==> config.mk <==
export PLATFORM = sky130hd
export DESIGN_NAME = mem_bus_arbiter_flat
export DESIGN_NICKNAME = d
export VERILOG_FILES = /design/src/rtl/mem_bus_arbiter_if.sv /design/src/rtl/mem_bus_arbiter.sv /design/src/flat_wrapper.sv
export SDC_FILE = /design/constraint.sdc
export NUM_CORES = 1
export LEC_CHECK = 0
export CORE_AREA = 2 2 116 118
export CTS_BUF_LIST = sky130_fd_sc_hd__clkbuf_2
export DETAILED_ROUTE_END_ITERATION = 8
export DIE_AREA = 0 0 118 120
export PLACE_DENSITY = 0.75
export SYNTH_ARGS = -nofsm -noshare
export SYNTH_HDL_FRONTEND = slang
export SYNTH_SLANG_ARGS = --single-unit
export TNS_END_PERCENT = 5
==> constraint.sdc <==
create_clock -name clk -period 1.7 [get_ports clk]
set_input_delay 0.34 -clock clk [delete_from_list [all_inputs] [get_ports clk]]
set_output_delay 0.34 -clock clk [all_outputs]
set_load 0.01 [all_outputs]
==> src/rtl/mem_bus_arbiter_if.sv <==
// Request/completion bus shared by both masters and the slave of the memory arbiter.
// The master drives the request fields, and the slave drives the completion fields.
interface mem_bus_arbiter_if #(
  parameter int AW = 32,
  parameter int DW = 32
);
  logic [AW-1:0] addr;
  logic [DW-1:0] data;
  logic          we;
  logic          start;
  logic [DW-1:0] q;
  logic          done;

  modport master (output addr, data, we, start, input q, done);
  modport slave  (input addr, data, we, start, output q, done);
endinterface

==> src/rtl/mem_bus_arbiter.sv <==
// Two-master (data D, instruction I) to one-slave memory bus arbiter.
// D has fixed priority, and a consecutive-grant counter keeps I from starving.
module mem_bus_arbiter #(
  parameter int AW         = 32,
  parameter int DW         = 32,
  parameter int MAX_CONSEC = 4
) (
  input  logic                clk,
  input  logic                nreset,
  mem_bus_arbiter_if.slave    d_bus,
  mem_bus_arbiter_if.slave    i_bus,
  mem_bus_arbiter_if.master   s_bus
);

  typedef enum logic [1:0] {
    IDLE   = 2'b00,
    BUSY_D = 2'b01,
    BUSY_I = 2'b10
  } state_t;

  localparam int            CW   = (MAX_CONSEC < 1) ? 1 : $clog2(MAX_CONSEC + 1);
  localparam logic [CW-1:0] CMAX = CW'(MAX_CONSEC);

  state_t        state;
  state_t        state_nxt;
  logic [CW-1:0] consec;
  logic          grant_d;
  logic          grant_i;
  logic          i_starved;

  logic [AW-1:0] s_addr_r;
  logic [DW-1:0] s_data_r;
  logic          s_we_r;
  logic          s_start_r;

  // I is a read-only master, so its write fields are never looked at.
  logic          unused_i_fields;
  assign unused_i_fields = ^{i_bus.data, i_bus.we};

  function automatic logic [CW-1:0] sat_inc(input logic [CW-1:0] c);
    return (c == CMAX) ? CMAX : c + CW'(1);
  endfunction

  assign i_starved = i_bus.start && (consec == CMAX);

  always_comb begin
    state_nxt = state;
    grant_d   = 1'b0;
    grant_i   = 1'b0;
    case (state)
      IDLE: begin
        if (d_bus.start && !i_starved) begin
          grant_d   = 1'b1;
          state_nxt = BUSY_D;
        end else if (i_bus.start) begin
          grant_i   = 1'b1;
          state_nxt = BUSY_I;
        end
      end
      BUSY_D, BUSY_I: begin
        if (s_bus.done) state_nxt = IDLE;
      end
      default: state_nxt = IDLE;
    endcase
  end

  // Grant edge: the winner's request is latched, and it then stays stable for the slave.
  always_ff @(posedge clk or negedge nreset) begin
    if (!nreset) begin
      state     <= IDLE;
      consec    <= '0;
      s_addr_r  <= '0;
      s_data_r  <= '0;
      s_we_r    <= 1'b0;
      s_start_r <= 1'b0;
    end else begin
      state <= state_nxt;
      if (grant_d) begin
        s_addr_r  <= d_bus.addr;
        s_data_r  <= d_bus.data;
        s_we_r    <= d_bus.we;
        s_start_r <= 1'b1;
        consec    <= i_bus.start ? sat_inc(consec) : '0;
      end else if (grant_i) begin
        s_addr_r  <= i_bus.addr;
        s_data_r  <= '0;
        s_we_r    <= 1'b0;
        s_start_r <= 1'b1;
        consec    <= '0;
      end else if ((state != IDLE) && s_bus.done) begin
        s_start_r <= 1'b0;
        s_we_r    <= 1'b0;
      end
    end
  end

  assign s_bus.addr  = s_addr_r;
  assign s_bus.data  = s_data_r;
  assign s_bus.we    = s_we_r;
  assign s_bus.start = s_start_r;

  // Completion is routed combinationally in the s_done cycle, and q is zeroed otherwise.
  assign d_bus.done = (state == BUSY_D) && s_bus.done;
  assign i_bus.done = (state == BUSY_I) && s_bus.done;
  assign d_bus.q    = d_bus.done ? s_bus.q : '0;
  assign i_bus.q    = i_bus.done ? s_bus.q : '0;

endmodule
==> src/flat_wrapper.sv <==
// flat-port wrapper written by rule: the top's interface ports become plain ports
module mem_bus_arbiter_flat 
#(
  parameter int AW         = 32,
  parameter int DW         = 32,
  parameter int MAX_CONSEC = 4
)
  (clk, nreset, d_bus_addr, d_bus_data, d_bus_we, d_bus_start, d_bus_q, d_bus_done, i_bus_addr, i_bus_data, i_bus_we, i_bus_start, i_bus_q, i_bus_done, s_bus_addr, s_bus_data, s_bus_we, s_bus_start, s_bus_q, s_bus_done);
  mem_bus_arbiter_if #(.AW(AW), .DW(DW)) d_bus_i ();
  mem_bus_arbiter_if #(.AW(AW), .DW(DW)) i_bus_i ();
  mem_bus_arbiter_if #(.AW(AW), .DW(DW)) s_bus_i ();
  input  logic clk;
  input  logic nreset;
  input wire logic [$bits(d_bus_i.addr)-1:0] d_bus_addr;
  input wire logic [$bits(d_bus_i.data)-1:0] d_bus_data;
  input wire logic [$bits(d_bus_i.we)-1:0] d_bus_we;
  input wire logic [$bits(d_bus_i.start)-1:0] d_bus_start;
  output wire logic [$bits(d_bus_i.q)-1:0] d_bus_q;
  output wire logic [$bits(d_bus_i.done)-1:0] d_bus_done;
  input wire logic [$bits(i_bus_i.addr)-1:0] i_bus_addr;
  input wire logic [$bits(i_bus_i.data)-1:0] i_bus_data;
  input wire logic [$bits(i_bus_i.we)-1:0] i_bus_we;
  input wire logic [$bits(i_bus_i.start)-1:0] i_bus_start;
  output wire logic [$bits(i_bus_i.q)-1:0] i_bus_q;
  output wire logic [$bits(i_bus_i.done)-1:0] i_bus_done;
  output wire logic [$bits(s_bus_i.addr)-1:0] s_bus_addr;
  output wire logic [$bits(s_bus_i.data)-1:0] s_bus_data;
  output wire logic [$bits(s_bus_i.we)-1:0] s_bus_we;
  output wire logic [$bits(s_bus_i.start)-1:0] s_bus_start;
  input wire logic [$bits(s_bus_i.q)-1:0] s_bus_q;
  input wire logic [$bits(s_bus_i.done)-1:0] s_bus_done;
  assign d_bus_i.addr = d_bus_addr;
  assign d_bus_i.data = d_bus_data;
  assign d_bus_i.we = d_bus_we;
  assign d_bus_i.start = d_bus_start;
  assign d_bus_q = d_bus_i.q;
  assign d_bus_done = d_bus_i.done;
  assign i_bus_i.addr = i_bus_addr;
  assign i_bus_i.data = i_bus_data;
  assign i_bus_i.we = i_bus_we;
  assign i_bus_i.start = i_bus_start;
  assign i_bus_q = i_bus_i.q;
  assign i_bus_done = i_bus_i.done;
  assign s_bus_addr = s_bus_i.addr;
  assign s_bus_data = s_bus_i.data;
  assign s_bus_we = s_bus_i.we;
  assign s_bus_start = s_bus_i.start;
  assign s_bus_i.q = s_bus_q;
  assign s_bus_i.done = s_bus_done;
  mem_bus_arbiter #(.AW(AW), .DW(DW), .MAX_CONSEC(MAX_CONSEC)) u_core (.clk(clk), .nreset(nreset), .d_bus(d_bus_i), .i_bus(i_bus_i), .s_bus(s_bus_i));
endmodule
==> results.yml, run 1 <==
outcome:
  status: "finished with violations"
  violations: "setup timing"
clock_tree:
  clock-sinks: 71
  cts_tree: "yes"
  cts_max_path_buffers: 2
  clk_latency_ns: 0.51
  cts_root_buf: "clkbuf_2"
  htree_num_levels: 3
  clk_pin_slew_ns: 0.22
  cts_made_buffers: 9
logic_synthesis:
  yosysTopAreaCell: "dfrtp_1"
  ys_types: 28
  synth_nets: 550
  synth_most_common_cell: "dfrtp_1"
  syn_area_per_cell_um2: 9.81
  seq_area_frac_synth_pct: 47.9
  yosys_register_bits: 71
  syn_inst: 378
  yosys_warnings: 0
  async_flop_share_pct: 100
  synthFlopType: "dfrtp_1"
  ys_top_cells_by_count: "dfrtp_1 (71), and3_1 (65), nand2_1 (36)"
  synth_area_leaders: "dfrtp_1 (48%), and3_1 (11%), a22o_1 (7.6%)"
  synth_edf_count: 0
  syn_area_um2: 3710
  synth_top_area_share_pct: 47.9
sta:
  worstMarginPinSlew_ns: 0.380
  hold_viol: 0
  period_needed_ns: 2.17
  skew_ns: 0.0294
  max_freq_ghz: 0.461
  tns_ns: -32.13
  finalSetupViolations: 135
  period_share_pct: 127
  slew_headroom_pct: 74.7
  rsz0062_at_grt: "true"
  finalWorstSetupSlack_ns: -0.467
  drv_slew: 0
final_layout:
  nFillCells: 1171
  drive_gt1_share_pct: 26.1
  multi_input_area_um2: 1940
  layout.nets: 815
  register_area_um2: 1780
  syn_to_final_growth_pct: 87.4
route:
  drcViolationCount: 0
  initialDrtViolationCount: 277
  antenna_left: 0
  wl_per_cell_um: 17.8
  wirelength_um: 14700
  dr_total_vias: 4115
  drt_first_pass_iters: 4
  avgViaCountPerCell: 4.98
setup_path:
  critPathLaunchType: "register"
  worstPathMaxFanout: 9
  path_class: "reg2out"
  cp_common_cell: "buf_12"
  critPathArrivalTime_ns: 1.83
  crit_path_top_delay_cell: "dfrtp_1"
  cp_top_family: "buffers and inverters"
  end_kind: "output port"
  cp_num_buf_inv: 5
  crit_required_ns: 1.36
  path_cells: "buf_6 > inv_4 > ha_4 > buf_12 > buf_12 > and3_1 > buf_2"
  cpPeakStageDelay_ns: 0.44
global_routing:
  antenna_found_initial: 2
  grt_start_max_net_pins: 72
  grt_overflow: 0
  grt_pass1_vias: 4187
  grtUsageTotal_pct: 20.0
  grt_first_pass_wirelength_um: 22500
pwr:
  p_leak_nw: 3.32
  ir_drop_mv: 0.884
  powerDensity_nw_per_um2: 1340
  power_mw: 9.32
floorplan:
  die_x_um: 118
  io_pins: 299
  core_area_um2: 13000
  fp.dieH_um: 120
  die_area_um2: 14200
  rows: 42
  initial_core_util_pct: 28.6
placed_design:
  hpwl_um: 10400
  port_buffers: 265
  gp_congestion: 0.759
hold_path:
  holdCritPathClass: "in2async"
run:
  maxCapViolCount: 0
worst register-to-register path: stages (launching register included):
cell and delay (ns):
dfrtp_1 0.44, buf_6 0.12, inv_4 0.03, buf_4 0.12, buf_6 0.10, buf_6 0.10
ha_4 0.15, and2_4 0.18, and2_4 0.27, mux2_2 0.31
layout by cell type, fill, tap and decap left out, types with 2 or more instances in the layout:
cell and count:
a21oi_1 35, a22o_1 32, a32o_1 2, and2_4 3
and3_1 37, and3_4 28, buf_12 11, buf_16 4
buf_2 40, buf_4 10, buf_6 34, clkbuf_2 10
clkdlybuf4s50_1 132, clkinv_4 2, clkinvlp_4 2, dfrtp_1 71
diode_2 2, dlygate4sd2_1 66, ha_1 2, ha_4 3
inv_1 4, nand2_1 28, nand2_2 8, nand3_1 2
nor2_1 2, nor3b_1 32, o31ai_1 23, o31ai_2 9
final timing paths:
| path | from | endpoint | slack [ns] | cells after the start |
|---|---|---|---|---|
| min reg2reg | u_core.s_bus.addr[3] | u_core.s_bus.addr[3] | 0.49 | 2 |
| max reg2reg | u_core.state[0] | u_core.state[0] | -0.20 | 9 |
| max | u_core.state[0] | i_bus_q[24] | -0.47 | 7 |
| max in group asynchronous | nreset | u_core.s_bus.addr[13] | 1.02 | 3 |
| min in group clk | d_bus_data[30] | u_core.s_bus.data[30] | 0.40 | 2 |
| min | nreset | u_core.s_bus.data[17] | 0.35 | 3 |
area by class of cell:
class                           count  area share, %
Antenna cell                        2         0.0720
Clock buffer                       10          0.720
Clock inverter                      6          0.666
Inverter                            5          0.306
Multi-Input combinational cell    258           27.8
Sequential cell                    71           25.6
Tap cell                          176           3.17
Timing Repair Buffer              298           41.7
logic make-up (layout without fill, tap and decap cells):
logic type | count (synthesis) | in the layout | share of synthesized area [%]
simple gates | 145 | 145 | 23.0
compound gates | 107 | 107 | 20.4
flops | 71 | 71 | 47.9
buf+inv | 49 | 319 | 6.75
fa+ha+maj | 5 | 5 | 1.69
mux | 1 | 1 | 0.304
other cells | 0 | 2 | 0
routing by layer:
layer  global-route usage [%]  vias to the layer above  wire (um)
li1                         -                     1916          -
met5                        0                        -          0
met4                     6.48                        0        163
met2                     36.9                      174       7730
met1                     22.9                     2016       5800
met3                     4.47                        9        974
report_power, final:
group / total (mW) / internal, mW / leakage [nW] / switching, mW
Sequential: 2.92 / 2.48 / 0.891 / 0.435
Clock: 0.831 / 0.205 / 0.0585 / 0.626
Combinational: 5.58 / 2.94 / 2.37 / 2.64
Total: 9.32 / 5.62 / 3.32 / 3.70
stage by stage:
step / instances / cell area, um2 / hold WS (ns) / util (%) / setup WS (ns)
after global placement: 796 / 6640 / 0.395 / 51.1 / -0.451
after detailed placement: 796 / 6640 / 0.399 / 51.1 / -0.466
after floorplan: 378 / 3710 / 0.0444 / - / 0.0555
after global routing: 826 / 6950 / 0.319 / 53.6 / -0.595
final: 826 / 6950 / 0.353 / 53.6 / -0.467
after CTS: 823 / 6750 / 0.323 / 52.0 / -0.496
sequential cells by signal, indices dropped and copies added (netlist names):
name	cells
u_core.s_bus.addr	32
u_core.s_bus.data	32
u_core.consec	3
u_core.state	2
u_core.s_bus.start	1
u_core.s_bus.we	1
what timing repair did:
| item | in CTS | in global routing |
|---|---|---|
| hold buffers | 1 | 0 |
| gates cloned | 4 | 0 |
| endpoints found under the setup margin | 132 | 135 |
| setup buffers | 6 | 1 |
| gates resized for setup | 383 | 41 |
| hold endpoints to repair | 71 | 0 |
| pin swaps | 37 | 15 |
Power figures use the tool's default switching activity.
==> inputs of run 2 (changes only) <==
==> constraint.sdc (replaced) <==
create_clock -name clk -period 1.7 [get_ports clk]
set_input_delay 0.34 -clock clk [delete_from_list [all_inputs] [get_ports clk]]
set_output_delay 0.34 -clock clk [all_outputs]
set_load 0.02 [all_outputs]
==> run 2 against run 1 <==
  * The run still ends with setup timing left
  * Utilization shrank 0.38 points
  * Non-clock buffer count shrank 8
  * Critical endpoint is now i_bus_q[1]
  * Highest routed layer unchanged
  * First-iteration DRC count shrank 23%
  * Global-route usage shrank 1.1 points
==> results.yml, run 2 (synthesis gave the netlist of run 1 again) <==
outcome:
  status: "finished with violations"
  violations: "setup timing"
clock_tree:
  htree_num_levels: 3
  clk_pin_slew_ns: 0.22
  cts_made_buffers: 9
  clk_latency_ns: 0.50
  cts_tree: "yes"
  clock-sinks: 71
  cts_max_path_buffers: 2
  cts_root_buf: "clkbuf_2"
setup_path:
  cpPeakStageDelay_ns: 0.49
  crit_required_ns: 1.36
  path_class: "reg2out"
  path_cells: "inv_2 > ha_4 > buf_12 > and3_4 > buf_6"
  cp_num_buf_inv: 3
  rr_endpoint: "u_core.state[0]"
  worstPathMaxFanout: 17
  reg2reg_setup_slack_ns: -0.06
  cp_top_family: "flip-flops"
  critPathArrivalTime_ns: 1.71
  crit_path_top_delay_cell: "dfrtp_2"
  crit-reg2reg-launch: "u_core.state[1]"
  critPathLaunchType: "register"
  end_kind: "output port"
  r2r_cells: 7
placed_design:
  hpwl_um: 10300
  dpl-instance-area_um2: 6620
  port_buffers: 265
  dp_cells: 795
  gp_congestion: 0.775
final_layout:
  final_cells: 817
  final_cell_area_um2: 6900
  layout.cells.most_common_list: "clkdlybuf4s50_1 (132), dfrtp_1 (70), and3_1 (62)"
  register_area_um2: 1780
  multi_input_area_um2: 1750
  nFillCells: 1144
  syn_to_final_growth_pct: 86.1
  layout.nets: 807
  layout_commonest_cell: "clkdlybuf4s50_1"
  drive_gt1_share_pct: 19.5
route:
  drt_first_pass_iters: 4
  drcViolationCount: 0
  initialDrtViolationCount: 213
  dr_total_vias: 4105
  wl_per_cell_um: 17.6
  wirelength_um: 14400
  antenna_left: 0
  avgViaCountPerCell: 5.02
pwr:
  clkPwrFrac_pct: 11.1
  switching_share_pct: 42.8
  p_comb_share_pct: 59.8
  p_leak_nw: 3.28
  p_int_mw: 5.75
  net-switching-power_mw: 4.31
  power_mw: 10.1
  ir_drop_mv: 0.672
  powerDensity_nw_per_um2: 1460
  seqPwrFrac_pct: 29.1
global_routing:
  grt_pass1_vias: 3986
  grt_start_max_net_pins: 72
  antenna_found_initial: 1
  grt_overflow: 0
  grt_first_pass_wirelength_um: 21300
  grtUsageTotal_pct: 18.9
sta:
  period_needed_ns: 2.05
  finalWorstSetupSlack_ns: -0.346
  drv_slew: 0
  hold_viol: 0
  skew_ns: 0.0218
  finalSetupViolations: 80
  worstMarginPinSlew_ns: 0.385
  slew_headroom_pct: 74.3
  max_freq_ghz: 0.489
  rsz0062_at_grt: "true"
  period_share_pct: 120
floorplan:
  fp.dieH_um: 120
  die_area_um2: 14200
  core_area_um2: 13000
  die_x_um: 118
  io_pins: 299
  rows: 42
  initial_core_util_pct: 28.6
run:
  maxCapViolCount: 0
hold_path:
  holdCritPathClass: "in2async"
[run 2: what timing repair did]
action,in CTS,in global routing
gates resized for setup,391,97
cloned,0,3
hold endpoints to repair,71,0
hold buffers,1,0
setup buffers,0,1
pin swaps,0,16
setup endpoints to repair,132,161
[run 2: area by class of cell]
type | count | share of cell area (%)
antenna | 1 | 0.0362
clock buffer | 9 | 0.652
clock inverter | 7 | 1.40
inverter | 5 | 0.272
multi-input combinational | 258 | 25.4
sequential | 71 | 25.8
tap | 176 | 3.19
timing repair buffer | 290 | 43.3
[run 2: power by group through the flow]
stage	Sequential, mW	Combinational (mW)	Clock, mW
3_5_place_dp	2.97	6.13	0
5_1_grt	3.03	6.38	1.26
4_1_cts	2.91	5.59	1.18
3_3_place_gp	2.92	6.02	0
2_1_floorplan	3.86	2.25	0
6_report	2.93	6.02	1.12
[run 2: how the worst max path moves through the flow]
stage	slack [ns]	from	cells after the start	endpoint
2_1_floorplan	0.06	u_core.state[0]	9	u_core.s_bus.data[24]
3_3_place_gp	-0.52	s_bus_done	4	i_bus_q[9]
3_5_place_dp	-0.53	s_bus_done	4	i_bus_q[9]
4_1_cts	-0.52	u_core.state[1]	5	d_bus_q[21]
5_1_grt	-0.49	u_core.state[0]	5	i_bus_q[21]
6_report	-0.35	u_core.state[0]	5	i_bus_q[1]
[run 2: stage by stage]
stage	utilization [%]	hold slack (ns)	setup TNS, ns	setup WS (ns)
final	53.2	0.350	-21.20	-0.346
after floorplan	-	0.0444	0	0.0555
after CTS	51.0	0.299	-27.07	-0.522
after global placement	51.0	0.394	-44.14	-0.518
after detailed placement	51.0	0.398	-46.79	-0.529
after global routing	53.2	0.294	-34.80	-0.486
[run 2: worst register-to-register path: cells and delay by family (launching register included)]
family	cells	cell delay, ns
and+or+nand+nor	2	0.45
adders and majority gates	1	0.15
muxes	1	0.30
buffers and inverters	3	0.31
DFF	1	0.45
[run 2: layer usage]
layer,track usage [%],part of all wire [%]
met5,0,0
met3,4.47,7.5
met1,21.7,39
met4,6.10,2.3
met2,34.7,52
